==> src/rtl/vpp_meter_if.sv <==
// vpp_meter_if: sample/command inputs and result outputs of the peak-to-peak meter.
//   master: drives Datain, Datain_valid, Times, Hold, Clear; observes results.
//   slave : the meter; consumes samples, drives Max, Min, Vpp, Max_idx, Sum, Vpp_found.
interface vpp_meter_if #(
  parameter int DATA_W = 12,
  parameter int CNT_W  = 32
);
  logic [DATA_W-1:0]       Datain;
  logic                    Datain_valid;
  logic [CNT_W-1:0]        Times;
  logic                    Hold;
  logic                    Clear;
  logic [DATA_W-1:0]       Max;
  logic [DATA_W-1:0]       Min;
  logic [DATA_W:0]         Vpp;
  logic [CNT_W-1:0]        Max_idx;
  logic [DATA_W+CNT_W-1:0] Sum;
  logic                    Vpp_found;

  modport master (
    output Datain, Datain_valid, Times, Hold, Clear,
    input  Max, Min, Vpp, Max_idx, Sum, Vpp_found
  );
  modport slave (
    input  Datain, Datain_valid, Times, Hold, Clear,
    output Max, Min, Vpp, Max_idx, Sum, Vpp_found
  );
endinterface

==> src/rtl/vpp_meter.sv <==
// vpp_meter: windowed peak-to-peak meter on the ADC sample clock.
//   clk_sample : sample clock (only clock)
//   rst        : synchronous active-high reset
//   bus        : vpp_meter_if.slave -- samples, window length, hold/clear
//                commands in; max/min/vpp/max index/sum and Vpp_found out.
// Over each window of max(Times,1) accepted samples it tracks max, min, sum
// and the window index of the max, then publishes them with a one-cycle
// Vpp_found pulse. In hold mode max/min carry across windows until Clear.
module vpp_meter #(
  parameter int DATA_W = 12,
  parameter int CNT_W  = 32,
  parameter int SIGNED = 0
) (
  input  logic        clk_sample,
  input  logic        rst,
  vpp_meter_if.slave  bus
);
  localparam int SW = DATA_W + CNT_W;

  logic [CNT_W-1:0]  r_cnt, r_told, r_idx;
  logic [DATA_W-1:0] r_max, r_min;
  logic [SW-1:0]     r_sum;
  logic              r_empty, r_hold;

  logic [DATA_W-1:0] r_omax, r_omin;
  logic [DATA_W:0]   r_ovpp;
  logic [CNT_W-1:0]  r_oidx;
  logic [SW-1:0]     r_osum;
  logic              r_found;

  logic [CNT_W-1:0]  w_tlen, w_idx;
  logic [DATA_W-1:0] w_max, w_min;
  logic [SW-1:0]     w_ext, w_sum;
  logic [DATA_W:0]   w_vpp;
  logic              w_abort, w_acc, w_last, w_sbit;

  function automatic logic gt(input logic [DATA_W-1:0] a, input logic [DATA_W-1:0] b);
    if (SIGNED != 0) return $signed(a) > $signed(b);
    else             return a > b;
  endfunction

  // Times==0 behaves as a one-sample window.
  assign w_tlen  = (bus.Times == '0) ? {{(CNT_W-1){1'b0}}, 1'b1} : bus.Times;
  // A Times change is seen for exactly one cycle since r_told follows every cycle.
  assign w_abort = bus.Clear | (bus.Times != r_told);
  assign w_acc   = bus.Datain_valid & ~w_abort;
  assign w_last  = w_acc & (r_cnt == (w_tlen - 1'b1));
  assign w_sbit  = (SIGNED != 0) & bus.Datain[DATA_W-1];
  assign w_ext   = {{CNT_W{w_sbit}}, bus.Datain};
  assign w_sum   = r_sum + w_ext;

  // Accumulator values including the incoming sample.
  always_comb begin
    w_max = r_max;
    w_min = r_min;
    w_idx = r_idx;
    if (r_empty) begin
      w_max = bus.Datain;
      w_min = bus.Datain;
      w_idx = r_cnt;
    end else begin
      if (gt(bus.Datain, r_max)) begin
        w_max = bus.Datain;
        w_idx = r_cnt;
      end
      if (gt(r_min, bus.Datain)) w_min = bus.Datain;
    end
  end

  // Extend one bit per signedness so the difference is always non-negative.
  assign w_vpp = {((SIGNED != 0) & w_max[DATA_W-1]), w_max}
               - {((SIGNED != 0) & w_min[DATA_W-1]), w_min};

  always_ff @(posedge clk_sample) begin
    if (rst) begin
      r_cnt   <= '0;
      r_told  <= bus.Times;
      r_idx   <= '0;
      r_max   <= '0;
      r_min   <= '0;
      r_sum   <= '0;
      r_empty <= 1'b1;
      r_hold  <= 1'b0;
      r_omax  <= '0;
      r_omin  <= '0;
      r_ovpp  <= '0;
      r_oidx  <= '0;
      r_osum  <= '0;
      r_found <= 1'b0;
    end else begin
      r_told  <= bus.Times;
      r_found <= 1'b0;
      if (w_abort) begin
        r_cnt   <= '0;
        r_sum   <= '0;
        r_idx   <= '0;
        r_empty <= 1'b1;
      end else if (w_acc) begin
        r_max   <= w_max;
        r_min   <= w_min;
        r_idx   <= w_idx;
        r_empty <= 1'b0;
        if (w_last) begin
          r_omax  <= w_max;
          r_omin  <= w_min;
          r_ovpp  <= w_vpp;
          r_oidx  <= w_idx;
          r_osum  <= w_sum;
          r_found <= 1'b1;
          r_cnt   <= '0;
          r_sum   <= '0;
          r_hold  <= bus.Hold;
          // Without hold the next window re-seeds max/min from its first sample.
          if (!bus.Hold) r_empty <= 1'b1;
        end else begin
          r_cnt <= r_cnt + 1'b1;
          r_sum <= w_sum;
        end
      end
    end
  end

  assign bus.Max       = r_omax;
  assign bus.Min       = r_omin;
  assign bus.Vpp       = r_ovpp;
  assign bus.Max_idx   = r_oidx;
  assign bus.Sum       = r_osum;
  assign bus.Vpp_found = r_found;
endmodule

==> src/flat_wrapper.sv <==
// flat-port wrapper written by rule: the top's interface ports become plain ports
module vpp_meter_flat 
#(
  parameter int DATA_W = 12,
  parameter int CNT_W  = 32,
  parameter int SIGNED = 0
)
  (clk_sample, rst, bus_Datain, bus_Datain_valid, bus_Times, bus_Hold, bus_Clear, bus_Max, bus_Min, bus_Vpp, bus_Max_idx, bus_Sum, bus_Vpp_found);
  vpp_meter_if #(.DATA_W(DATA_W), .CNT_W(CNT_W)) bus_i ();
  input  logic clk_sample;
  input  logic rst;
  input wire logic [$bits(bus_i.Datain)-1:0] bus_Datain;
  input wire logic [$bits(bus_i.Datain_valid)-1:0] bus_Datain_valid;
  input wire logic [$bits(bus_i.Times)-1:0] bus_Times;
  input wire logic [$bits(bus_i.Hold)-1:0] bus_Hold;
  input wire logic [$bits(bus_i.Clear)-1:0] bus_Clear;
  output wire logic [$bits(bus_i.Max)-1:0] bus_Max;
  output wire logic [$bits(bus_i.Min)-1:0] bus_Min;
  output wire logic [$bits(bus_i.Vpp)-1:0] bus_Vpp;
  output wire logic [$bits(bus_i.Max_idx)-1:0] bus_Max_idx;
  output wire logic [$bits(bus_i.Sum)-1:0] bus_Sum;
  output wire logic [$bits(bus_i.Vpp_found)-1:0] bus_Vpp_found;
  assign bus_i.Datain = bus_Datain;
  assign bus_i.Datain_valid = bus_Datain_valid;
  assign bus_i.Times = bus_Times;
  assign bus_i.Hold = bus_Hold;
  assign bus_i.Clear = bus_Clear;
  assign bus_Max = bus_i.Max;
  assign bus_Min = bus_i.Min;
  assign bus_Vpp = bus_i.Vpp;
  assign bus_Max_idx = bus_i.Max_idx;
  assign bus_Sum = bus_i.Sum;
  assign bus_Vpp_found = bus_i.Vpp_found;
  vpp_meter #(.DATA_W(DATA_W), .CNT_W(CNT_W), .SIGNED(SIGNED)) u_core (.clk_sample(clk_sample), .rst(rst), .bus(bus_i));
endmodule
==> config.mk <==
export PLATFORM = sky130hd
export DESIGN_NAME = vpp_meter_flat
export DESIGN_NICKNAME = d
export VERILOG_FILES = /design/src/rtl/vpp_meter_if.sv /design/src/rtl/vpp_meter.sv /design/src/flat_wrapper.sv
export SDC_FILE = /design/constraint.sdc
export NUM_CORES = 1
export LEC_CHECK = 0
export ABC_AREA = 0
export ABC_CLOCK_PERIOD_IN_PS = 9620
export CELL_PAD_IN_SITES_DETAIL_PLACEMENT = 1
export CELL_PAD_IN_SITES_GLOBAL_PLACEMENT = 2
export CORE_UTILIZATION = 37
export CTS_CLUSTER_DIAMETER = 50
export CTS_CLUSTER_SIZE = 25
export DETAILED_ROUTE_END_ITERATION = 12
export PLACE_DENSITY = 0.88
export SLEW_MARGIN = 30
export SYNTH_ARGS = -nofsm -noshare
export SYNTH_HDL_FRONTEND = slang
export SYNTH_SLANG_ARGS = --single-unit
==> constraint.sdc <==
create_clock -name clk_sample -period 9.62 [get_ports clk_sample]
set_input_delay 1.924 -clock clk_sample [delete_from_list [all_inputs] [get_ports clk_sample]]
set_output_delay 1.924 -clock clk_sample [all_outputs]
set_load 0.05 [all_outputs]
Yosys cells after proc, flatten, opt, wreduce, memory -nomap -nowiden
Cells that the tools add are included.
- register bits after elaboration: 279
- input bits: 49
- output and inout bits: 114
- logic and storage cells: 45
- add/sub/neg operators: 4
- magnitude comparators: 2
- eq/ne operators: 2
- multiplexer cells: 14
- bitwise operators: 5
- reductions and logical operators: 5
- operators with widths (operator ; number):
    $mux W32 ; 4
    $mux W12 ; 4
    $add A44 B12 Y44 ; 1
    $mux W44 ; 1
    $add A32 B1 Y32 const B ; 1
    $eq A32 B32 Y1 ; 1
    $logic_not A32 Y1 ; 1
    $ne A32 B32 Y1 ; 1
    $sub A32 B1 Y32 const B ; 1
    $gt A12 B12 Y1 ; 2
    $sub A12 B12 Y13 ; 1
    $mux W1 ; 5
    $reduce_and A3 Y1 ; 1
    $reduce_or A3 Y1 ; 1
    $and A1 B1 Y1 ; 2
    $not A1 Y1 ; 2
    $reduce_and A2 Y1 ; 1
    $reduce_or A2 Y1 ; 1
    $or A1 B1 Y1 ; 1

Depth between registers and ports, before layout
Gate-level depths: netlist of run 1.
- depth in word-level cells: 6
- depth in mapped cells: 23
- depth with buffers taken out: 22

Worst setup path after synthesis of run 1
No wires, ideal clock.
- path type: input to register
- start point: input bus_Datain[5]
- end point: register u_core.r_ovpp[11] (netlist: u_core.bus.Vpp[11])
- setup time: 0.070 ns
- arrival: 5.800 ns
- path slack: 3.750 ns
- stages on the path: 20
- buffers on the path: 1
- cell sequence: ha_1 > a21o_1 > a21o_1 > a21oi_1 > o221ai_1 > o21a_1 > nor2_1 > clkbuf_1 > mux2i_1 > ha_1 > o21a_1 > o31a_1 > o21ai_0 > a21oi_1 > a211o_1 > a21o_1 > a21oi_1 > xnor2_1 > nand2_1 > a21oi_1
- word-level cells in the longest chain between the ends: 5
- elaborated cells on any way between the ends: 9
- classes of those cells: add/sub: 1; order compare: 2; mux: 6
- ends and longest elaborated chain (what ; line ; source):
    from (decl) ; flat_wrapper.sv:12 ; input wire logic [$bits(bus_i.Datain)-1:0] bus_Datain;
    $gt A12 B12 Y1 ; vpp_meter.sv:39 ; else return a > b;
    $mux W1 ; vpp_meter.sv:57 ; if (r_empty) begin
    $mux W12 ; vpp_meter.sv:62 ; if (gt(bus.Datain, r_max)) begin
    $mux W12 ; vpp_meter.sv:57 ;
    via u_core.w_max[2] ; vpp_meter.sv:32 ; logic [DATA_W-1:0] w_max, w_min;
    $sub A12 B12 Y13 ; vpp_meter.sv:72 ; - {((SIGNED != 0) & w_min[DATA_W-1]), w_min};
    to (signal assigned) ; vpp_meter.sv:106 ; r_ovpp <= w_vpp;
    to (decl) ; vpp_meter.sv:26 ; logic [DATA_W:0] r_ovpp;
The timed path passes the listed nets, and every way through them passes these cells. The select of a mux whose other input is x is not followed.
A chain may end at the register's enable or synchronous reset.

Worst setup path in the final report of run 1
- start point: input bus_Times[9]
- end point: register u_core.r_sum[25]
- word-level cells in the longest chain between the ends: 6
- elaborated cells on any way between the ends: 11
- classes of those cells: add/sub: 1; eq/ne: 2; mux: 2; bitwise: 4; reduce/logical: 2
- ends and longest elaborated chain (what ; line ; source):
    from (decl) ; flat_wrapper.sv:14 ; input wire logic [$bits(bus_i.Times)-1:0] bus_Times;
    $logic_not A32 Y1 / $ne A32 B32 Y1 (equally long branches) ; vpp_meter.sv:43, vpp_meter.sv:45 ;
    $mux W32 / $or A1 B1 Y1 (equally long branches) ; vpp_meter.sv:43, vpp_meter.sv:45 ;
    $sub A32 B1 Y32 / $not A1 Y1 (equally long branches) ; vpp_meter.sv:47, vpp_meter.sv:46 ;
    $eq A32 B32 Y1 / $and A1 B1 Y1 (equally long branches) ; vpp_meter.sv:47, vpp_meter.sv:46 ;
    $and A1 B1 Y1 ; vpp_meter.sv:47 ; assign w_last = w_acc & (r_cnt == (w_tlen - 1'b1));
    $mux W44 ; vpp_meter.sv:103 ; if (w_last) begin
    to (signal assigned) ; vpp_meter.sv:117 ; r_sum <= w_sum;
    to (decl) ; vpp_meter.sv:22 ; logic [SW-1:0] r_sum;
Several ways; a longest one is shown, not always the timed one.

==> results_dict.tcl, run 1 <==
set metrics [dict create \
    yosysSeqAreaShare_pct 38.6 \
    syn2layout_area_growth_pct 22.0 \
    yosys_warnings 0 \
    die_h_um 200 \
    p_leak_nw 6.13 \
    yosysTopAreaCell "dfxtp_1" \
    preCtsSetupSlack_ns 1.87 \
    synth.distinct_cells 68 \
    cts.sinks 279 \
    fin_cells 2389 \
    root_buffer "clkbuf_16" \
    cts_tree "built" \
    wire_per_inst_um 19.1 \
    grt_setup_unrepaired "false" \
    dp.cells 2329 \
    maxCapViolations 0 \
    hold_viol_final 0 \
    grt_usage_pct 23.0 \
    r2r_cells 21 \
    worstSkewPairLatency_ns 0.55 \
    power.density_mw_per_mm2 152 \
    vdd_drop_max_v 0.0000856 \
    worstSetupPathType "in -> reg" \
    post_cts_resized 0 \
    die_area_mm2 0.0399 \
    ys_ff_latch 279 \
    fin_hold_ws_ns 0.450 \
    report.final.slew_viol_count 0 \
    clkTransAtPathRegs_ns 0.06 \
    synth_flop_cell "dfxtp_1" \
    tightestPinTransition_ns 0.894 \
    synth_nets 1835 \
    required_ns 10.01 \
    die_x_um 200 \
    dp.final_hpwl_mm 32.7 \
    syn-instance-count 1734 \
    postCtsSetupBuffers 0 \
    path_max_fanout 62 \
    tritoncts.num_buffers 34 \
    clk_path_buf_depth 3 \
    drt.antenna.violating_nets 0 \
    r2r_setup_slack_ns 4.52 \
    cp-start-kind "primary input" \
    setup_tns_ns 0 \
    grt_antenna_before_repair 1 \
    max_freq_mhz 139 \
    vias 12700 \
    drt-total-wl_mm 45.7 \
    avgSynthCellArea_um2 8.35 \
    drive_gt1_share_pct 14.1 \
    syn-cell-area_mm2 0.0145 \
    hp-start "u_core.bus.Max_idx[10]$_SDFFE_PP0P_" \
    io_pins 163 \
    grt_max_degree 87 \
    skew_ns 0.0292 \
    cp-end-kind "register" \
    synthTopCellsByCount "dfxtp_1, nand2_1, a21oi_1" \
    postCtsHoldBufs 0 \
    diodes 0 \
    violations "DRC" \
    synth_async_sr_flop_share_pct 0 \
    htreeDepth 2 \
    viasPerCell 5.31 \
    whs_path_depth 2 \
    synth.most_common_cell "dfxtp_1" \
    drt_first_pass_iters 9 \
    start_util_pct 37.5 \
    port_buffers 162 \
    timing.final.ws_setup_ns 2.43 \
    grt_overflow 0 \
    regToRegStartpoint "u_core.r_max[5]$_SDFFE_PP0P_" \
    r2r-end "u_core.bus.Vpp[11]$_SDFFE_PP0P_" \
    finalCriticalPeriod_ns 7.19 \
    synth_edf_count 0 \
    gp_congestion 0.891 \
    crit_arrival_ns 7.57 \
    synth_area_leaders "dfxtp_1, nand2_1, a21oi_1" \
    finalCoreUtilization_pct 45.7 \
    grt_pass1_vias 12900 \
    post_dp_cell_area_mm2 0.0165 \
    status "finished with violations" \
    finalInstanceArea_mm2 0.0177 \
    yosys.area.top_type_share_pct 38.6 \
    grt_first_pass_wirelength_mm 71.8 \
    setup_viol 0 \
    hp-class "reg -> reg" \
    drc 1 \
    finalNetCount 1949 \
    fin_crit_sh_pct 74.7 \
    core_region_area_mm2 0.0386 \
    first_iter_violations 511 \
    total_power_mw 2.68 \
    worst_hold_path.endpoint "u_core.bus.Max_idx[10]$_SDFFE_PP0P_" \
    row_count 72 \
    slew_headroom_pct 40.0 \
]
## how the worst max path moves through the flow
stage | start | end | slack (ns) | depth (start not counted)
finish | bus_Times[9] | u_core.r_sum[25]$_SDFFE_PP0P_ | 2.43 | 16
global route | bus_Times[9] | u_core.r_sum[25]$_SDFFE_PP0P_ | 2.12 | 16
CTS | bus_Times[9] | u_core.r_sum[25]$_SDFFE_PP0P_ | 2.43 | 16
detailed placement | bus_Times[9] | u_core.r_sum[25]$_SDFFE_PP0P_ | 1.87 | 16
global placement | bus_Times[9] | u_core.r_sum[25]$_SDFFE_PP0P_ | 1.93 | 16
floorplan | bus_Datain[5] | u_core.bus.Vpp[11]$_SDFFE_PP0P_ | 3.75 | 20
## power by group
group	leakage [nW]	internal (mW)	switching, mW	total, mW
clock	0.565	0.807	0.551	1.36
combinational	3.31	0.0625	0.0982	0.161
sequential	2.26	1.16	0.00308	1.17
## cell usage in the layout (no fill, tap or decap), drive strengths merged, types with 15 or more instances in the layout
cell	instances
nand2	313
dfxtp	279
a21oi	203
clkdlybuf4s50	161
nor2	155
xor2	85
xnor2	77
nand3	50
ha	50
inv	48
clkbuf	40
mux2	35
o221a	32
nor3	30
o21ai	29
and3	23
nor4	21
buf	21
nand4	20
or2	19
a21o	16
mux2i	15
## sequential cells by signal (all words and copies together) (netlist names)
register / cells
u_core.r_told: 32
u_core.r_cnt: 32
u_core.bus.Sum: 44
u_core.bus.Vpp_found: 1
u_core.bus.Min: 12
u_core.bus.Vpp: 13
u_core.bus.Max: 12
u_core.r_idx: 32
u_core.r_min: 12
u_core.bus.Max_idx: 32
u_core.r_max: 12
u_core.r_sum: 44
u_core.r_empty: 1
## final cells by class
cell class | count | area, µm²
Clock buffer | 40 | 925
Clock inverter | 19 | 248
Fill cell | 4515 | 21000
Inverter | 44 | 165
Multi-Input combinational cell | 1307 | 8290
Sequential cell | 279 | 5590
Tap cell | 518 | 648
Timing Repair Buffer | 182 | 1800
## logic make-up (layout without fill, tap and decap cells)
group	count (synthesis)	count (layout)	synth area share, %
xor gates and xnor gates	162	162	9.80
DFF	279	279	38.6
AOI/OAI and AO/OA	335	335	15.4
buffers and inverters	148	285	4.54
muxes	50	50	3.76
and+or+nand+nor	708	708	23.4
adders and majority gates	52	52	4.60
## metal layers
layer	track usage [%]	share of wire [%]	wire length [µm]
met2	37.9	47	21300
met5	0	0	0
met1	30.8	47	21600
met4	7.38	2.4	1090
met3	3.21	3.7	1690
## critical path, stage by stage
cell	delay, ns
clkdlybuf4s50_1	0.59
or4_4	0.64
nor4_4	0.55
a31oi_1	0.20
ha_1	0.28
nor4b_1	0.19
and4_1	0.24
a211oi_1	0.21
a41oi_1	0.11
nor4_1	0.45
nand4_1	0.21
nor4_4	0.55
and2_4	0.78
buf_12	0.36
or4_1	0.17
a31oi_1	0.08
Power figures use the tool's default switching activity.
==> run 2: changes to the inputs <==
--- a/config.mk
+++ b/config.mk
@@ -6,14 +6,14 @@
 export NUM_CORES = 1
 export LEC_CHECK = 0
 export ABC_AREA = 0
-export ABC_CLOCK_PERIOD_IN_PS = 9620
+export ABC_CLOCK_PERIOD_IN_PS = 7000
 export CELL_PAD_IN_SITES_DETAIL_PLACEMENT = 1
 export CELL_PAD_IN_SITES_GLOBAL_PLACEMENT = 2
-export CORE_UTILIZATION = 37
+export CORE_UTILIZATION = 34
 export CTS_CLUSTER_DIAMETER = 50
 export CTS_CLUSTER_SIZE = 25
 export DETAILED_ROUTE_END_ITERATION = 12
-export PLACE_DENSITY = 0.88
+export PLACE_DENSITY = 0.82
 export SLEW_MARGIN = 30
 export SYNTH_ARGS = -nofsm -noshare
 export SYNTH_HDL_FRONTEND = slang
==> constraint.sdc (replaced) <==
create_clock -name clk_sample -period 7 [get_ports clk_sample]
set_input_delay 1.4 -clock clk_sample [delete_from_list [all_inputs] [get_ports clk_sample]]
set_output_delay 1.4 -clock clk_sample [all_outputs]
set_load 0.05 [all_outputs]
==> run 2 against run 1 <==
The run now ends clean; cell count increased by 2.3%; die area increased by 8.7%; design area increased by 1.9%; global-route usage decreased by 1.4 points; clock power increased by 43%; clock-buffer cell count decreased by 2; worst hold slack improved by 0.00094 ns; sequential power increased by 37%; register-to-register slack got worse by 2.0 ns; wire length increased by 3.1%; power increased by 41%; combinational power increased by 45%; critical endpoint unchanged; largest cell class unchanged; highest routed layer unchanged.
==> results_dict.tcl, run 2 (same netlist as run 1, synthesis figures left out) <==
set metrics [dict create \
    status "complete, no violations" \
    post_cts_resized 0 \
    tightestPinTransition_ns 0.969 \
    worstSetupPathType "in -> reg" \
    layout_commonest_cell "dfxtp_1" \
    hold_viol_final 0 \
    r2r_cells 19 \
    post_dp_cell_area_mm2 0.0167 \
    power.density_mw_per_mm2 210 \
    die_h_um 208 \
    dp.final_hpwl_mm 34.0 \
    setup_tns_ns 0 \
    first_iter_violations 556 \
    vdd_drop_max_v 0.000130 \
    grt_max_degree 99 \
    drt-total-wl_mm 47.1 \
    regToRegStartpoint "u_core.r_max[5]$_SDFFE_PP0P_" \
    gp_congestion 0.867 \
    grt_usage_pct 21.6 \
    cp-start-kind "primary input" \
    grt_first_pass_wirelength_mm 74.2 \
    hp-class "reg -> reg" \
    setup_viol 0 \
    row_count 75 \
    path_max_fanout 22 \
    wire_per_inst_um 19.3 \
    cp-endpoint "u_core.r_sum[25]$_SDFFE_PP0P_" \
    worstSkewPairLatency_ns 0.57 \
    finalInstanceArea_mm2 0.0180 \
    slowest_delay_ns 0.71 \
    core_region_area_mm2 0.0419 \
    postCtsSetupBuffers 0 \
    drive_gt1_share_pct 15.5 \
    critPathLaunch "bus_Times[6]" \
    final_cell_mix "dfxtp_1, nand2_1, a21oi_1" \
    port_buffers 162 \
    whs_path_depth 2 \
    diodes 0 \
    cts_tree "built" \
    tritoncts.num_buffers 36 \
    finalNetCount 1978 \
    die_area_mm2 0.0434 \
    start_util_pct 34.5 \
    report.final.slew_viol_count 0 \
    htreeDepth 2 \
    postCtsHoldBufs 0 \
    finalCriticalPeriod_ns 5.68 \
    r2r_setup_slack_ns 2.51 \
    slew_headroom_pct 35.4 \
    die_x_um 208 \
    clkTransAtPathRegs_ns 0.06 \
    crit_arrival_ns 6.09 \
    max_freq_mhz 176 \
    viasPerCell 5.22 \
    grt_overflow 0 \
    r2r-end "u_core.bus.Vpp[10]$_SDFFE_PP0P_" \
    clk_path_buf_depth 3 \
    required_ns 7.41 \
    cp-end-kind "register" \
    io_pins 163 \
    drt_first_pass_iters 4 \
    vias 12800 \
    drc 0 \
    path_cells "clkdlybuf4s50_1, nor4_2, and2_1, a31oi_1, ha_1, or4b_2, nor2_1, xor2_1, o221ai_1, a21oi_1, or4_1, nor4_4, and2_4, buf_12, or4_1, a31oi_1" \
    drt.antenna.violating_nets 0 \
    cts.sinks 279 \
    grt_antenna_before_repair 0 \
    grt_pass1_vias 13300 \
    p_leak_nw 6.31 \
    fin_crit_sh_pct 81.1 \
    root_buffer "clkbuf_16" \
    grt_setup_unrepaired "false" \
    skew_ns 0.0270 \
    syn2layout_area_growth_pct 24.2 \
    maxCapViolations 0 \
    crit_slowest_cell "clkdlybuf4s50_1" \
]
==> run 2: cell count changes in the layout (fill, tap and decap cells not counted), moves of 2 or more <==
cell / change
buf_4: +27
clkinv_2: -2
clkbuf_1: -2
clkbuf_16: +2
inv_6: +7
clkbuf_8: -2
inv_8: +2
buf_12: +2
==> run 2: worst min path at each step <==
stage,slack (ns),to,from
3_5_place_dp,0.44,u_core.r_max[7]$_SDFFE_PP0P_,u_core.r_max[7]$_SDFFE_PP0P_
2_1_floorplan,0.43,u_core.r_max[10]$_SDFFE_PP0P_,u_core.r_max[10]$_SDFFE_PP0P_
4_1_cts,0.45,u_core.r_max[3]$_SDFFE_PP0P_,u_core.r_max[3]$_SDFFE_PP0P_
6_report,0.45,u_core.r_max[2]$_SDFFE_PP0P_,u_core.r_max[2]$_SDFFE_PP0P_
5_1_grt,0.47,u_core.bus.Max_idx[17]$_SDFFE_PP0P_,u_core.bus.Max_idx[17]$_SDFFE_PP0P_
3_3_place_gp,0.44,u_core.r_max[7]$_SDFFE_PP0P_,u_core.r_max[7]$_SDFFE_PP0P_
==> run 2: cell type report <==
cell class,instances,area [µm²]
clock buffers,38,940
clock inverters,27,308
fillers,4927,24000
well taps,539,674
multi-input cells,1307,8280
inverters,44,165
repair buffers,209,2040
flip-flops and latches,279,5590
==> run 2: layer usage <==
layer	global-route usage [%]	share of wire (%)	vias to the layer above
met4	7.87	3.2	0
met3	3.59	3.8	88
met2	34.9	45	224
met5	0	0	-
met1	28.7	48	6193
li1	-	-	6252
==> run 2: through the flow <==
step	instances	hold WS [ns]	worst slack (ns)	total power [mW]	utilization, %
6_report	2443	0.451	1.32	3.78	42.9
5_1_grt	2443	0.466	0.937	3.92	42.9
4_1_cts	2442	0.452	1.29	3.84	42.8
3_5_place_dp	2377	0.444	0.720	1.87	39.8
3_3_place_gp	2377	0.438	0.840	1.86	39.8
2_1_floorplan	1734	0.432	1.65	1.77	-
==> run 2: critical path, delay by kind of cell <==
kind | cells | cell delay [ns]
XOR/XNOR | 1 | 0.11
AO/OA/AOI/OAI | 4 | 0.76
AND/OR/NAND/NOR | 8 | 2.60
buffers and inverters | 2 | 0.94
adder cells (fa/ha/maj) | 1 | 0.25
==> run 2: power breakdown <==
group / switching, mW / internal, mW
Combinational: 0.140 / 0.0941
Sequential: 0.00419 / 1.60
Clock: 0.821 / 1.12
Total: 0.965 / 2.82
==> run 3: changes to the inputs <==
--- a/config.mk
+++ b/config.mk
@@ -6,14 +6,14 @@
 export NUM_CORES = 1
 export LEC_CHECK = 0
 export ABC_AREA = 0
-export ABC_CLOCK_PERIOD_IN_PS = 7000
+export ABC_CLOCK_PERIOD_IN_PS = 5150
 export CELL_PAD_IN_SITES_DETAIL_PLACEMENT = 1
 export CELL_PAD_IN_SITES_GLOBAL_PLACEMENT = 2
-export CORE_UTILIZATION = 34
+export CORE_UTILIZATION = 31
 export CTS_CLUSTER_DIAMETER = 50
 export CTS_CLUSTER_SIZE = 25
 export DETAILED_ROUTE_END_ITERATION = 12
-export PLACE_DENSITY = 0.82
+export PLACE_DENSITY = 0.79
 export SLEW_MARGIN = 30
 export SYNTH_ARGS = -nofsm -noshare
 export SYNTH_HDL_FRONTEND = slang
==> constraint.sdc (replaced) <==
create_clock -name clk_sample -period 5.15 [get_ports clk_sample]
set_input_delay 1.03 -clock clk_sample [delete_from_list [all_inputs] [get_ports clk_sample]]
set_output_delay 1.03 -clock clk_sample [all_outputs]
set_load 0.05 [all_outputs]
==> run 3 against run 2 <==
Flip-flop and latch count unchanged; worst hold slack got worse by 0.00051 ns; sequential share of layout area decreased by 1.6 points; critical path type unchanged; cell count increased by 7.3%; die area increased by 9.6%; largest cell class unchanged; largest power group unchanged.
==> results_dict.tcl, run 3 (same netlist as run 1, synthesis figures left out) <==
set metrics [dict create \
    die_x_um 218 \
    vias 13300 \
    power.internal_mw 3.83 \
    grtUsageMet3_pct 2.76 \
    die_h_um 218 \
    grtUsageMet2_pct 34.6 \
    first_iter_violations 602 \
    worstSetupPathType "in -> reg" \
    layout_commonest_cell "dfxtp_1" \
    gp_congestion 0.863 \
    seqPwrFrac_pct 42.9 \
    cp-endpoint "u_core.bus.Vpp[11]$_SDFFE_PP0P_" \
    finalNetCount 2101 \
    regToRegStartpoint "u_core.r_min[6]$_SDFFE_PP0P_" \
    core_region_area_mm2 0.0458 \
    grt.busiest_layer "met2" \
    r2r-end "u_core.bus.Vpp[11]$_SDFFE_PP0P_" \
    fin_crit_sh_pct 95.9 \
    drive_gt1_share_pct 20.7 \
    cp-end-kind "register" \
    required_ns 5.62 \
    path_max_fanout 3 \
    grt_pass1_vias 14100 \
    grt_usage_pct 20.9 \
    clk_path_buf_depth 3 \
    finalCriticalPeriod_ns 4.94 \
    final_cell_mix "dfxtp_1, nand2_1, buf_4" \
    drt.antenna.violating_nets 0 \
    postCtsHoldBufs 0 \
    grt_overflow 0 \
    r2r_setup_slack_ns 0.97 \
    clockPowerShare_pct 49.9 \
    status "complete, no violations" \
    setup_tns_ns 0 \
    hp-class "reg -> reg" \
    skew_ns 0.0243 \
    slew_headroom_pct 44.4 \
    crit_arrival_ns 5.40 \
    power.density_mw_per_mm2 268 \
    swShare_pct 24.5 \
    critPathLaunch "bus_Datain[4]" \
    grt_antenna_before_repair 1 \
    p_leak_nw 6.91 \
    die_area_mm2 0.0476 \
    hold_viol_final 0 \
    drt-total-wl_mm 49.3 \
    report.final.slew_viol_count 0 \
    fillers 5304 \
    cp-start-kind "primary input" \
    drt_first_pass_iters 5 \
    row_count 78 \
    worstSkewPairLatency_ns 0.55 \
    htreeDepth 2 \
    tritoncts.num_buffers 35 \
    root_buffer "clkbuf_16" \
    cts.sinks 279 \
    grt_first_pass_wirelength_mm 78.6 \
    fin_hold_ws_ns 0.450 \
    switchingPower_mw 1.24 \
    diodes 0 \
    dp.final_hpwl_mm 35.8 \
    drc 0 \
    port_buffers 162 \
    syn2layout_area_growth_pct 31.0 \
    max_freq_mhz 203 \
    vdd_drop_max_v 0.000262 \
    hp-start "u_core.r_max[5]$_SDFFE_PP0P_" \
    r2r_cells 19 \
    maxCapViolations 0 \
    grt.met1_usage_pct 27.6 \
    start_util_pct 31.6 \
    tightestPinTransition_ns 0.827 \
    clkTransAtPathRegs_ns 0.06 \
    power_frac_comb_pct 7.3 \
    viasPerCell 5.06 \
    wire_per_inst_um 18.8 \
    total_power_mw 5.08 \
    setup_viol 0 \
    finalCoreUtilization_pct 41.5 \
    cts_tree "built" \
    grt_max_degree 73 \
    io_pins 163 \
]
run 3: changes by cell type in the layout (fill, tap and decap cells not counted), moves of 2 or more:
cell        before  now
buf_12           4    6
buf_4           43  165
clkbuf_8         1    3
clkinv_2         1    4
clkinv_4         4    2
clkinvlp_4       5    1
inv_6            9    6
inv_8            4    2
run 3: layer usage:
metal	share of wire (%)	vias up	routed length, µm
li1	-	6502	-
met2	47	195	23200
met5	0	-	0
met4	2.7	0	1330
met1	47	6479	23400
met3	2.7	82	1350
run 3: worst min path at each step:
stage	end	slack (ns)	cells after the start
global placement	u_core.r_max[1]$_SDFFE_PP0P_	0.44	2
global route	u_core.bus.Max_idx[12]$_SDFFE_PP0P_	0.47	2
finish	u_core.r_max[5]$_SDFFE_PP0P_	0.45	2
CTS	u_core.r_max[5]$_SDFFE_PP0P_	0.45	2
detailed placement	u_core.r_max[5]$_SDFFE_PP0P_	0.45	2
floorplan	u_core.r_max[10]$_SDFFE_PP0P_	0.43	2
run 3: cell type report:
| class | instances | area [µm²] | share of cell area (%) |
|---|---|---|---|
| Clock buffer | 40 | 946 | 4.98 |
| Tap cell | 600 | 751 | 3.96 |
| Sequential cell | 279 | 5590 | 29.4 |
| Clock inverter | 19 | 226 | 1.19 |
| Multi-Input combinational cell | 1307 | 8300 | 43.8 |
| Timing Repair Buffer | 333 | 3000 | 15.8 |
| Inverter | 44 | 165 | 0.870 |
run 3: power groups by stage:
stage                     sequential, mW  clock (mW)  combinational [mW]
after floorplan                     2.22           0               0.176
after global placement              2.22           0               0.356
after detailed placement            2.23           0               0.365
after CTS                           2.18        2.61               0.368
after global routing                2.18        2.70               0.405
final                               2.18        2.53               0.370
run 3: what timing repair did:
item / CTS / global route
buffers inserted: 0 / 1
resized for setup: 1 / 10
gates cloned: 0 / 0
endpoints found under the setup margin: 5 / 110
pin swaps: 0 / 1
run 3: worst max-delay path: stages:
cell and delay (ns):
clkdlybuf4s50_1 0.55, inv_1 0.08, ha_1 0.28, nand4_1 0.17
or2_2 0.33, o221ai_1 0.26, a21oi_2 0.11, buf_4 0.15
o21ai_0 0.29, inv_1 0.13, ha_1 0.30, nor2b_1 0.14
o31a_1 0.28, o21ai_0 0.20, a21oi_1 0.12, a211o_1 0.28
a21o_1 0.18, a21oi_1 0.16, xnor2_1 0.14, nand2_1 0.07
a21oi_1 0.13
run 3: metrics by stage:
step	worst slack (ns)	instances	cell area (µm²)
after floorplan	0.174	1734	14500
after global placement	-0.547	2562	17800
after detailed placement	-0.537	2562	17800
after CTS	0.136	2621	18900
after global routing	-0.0143	2622	19000
final	0.213	2622	19000
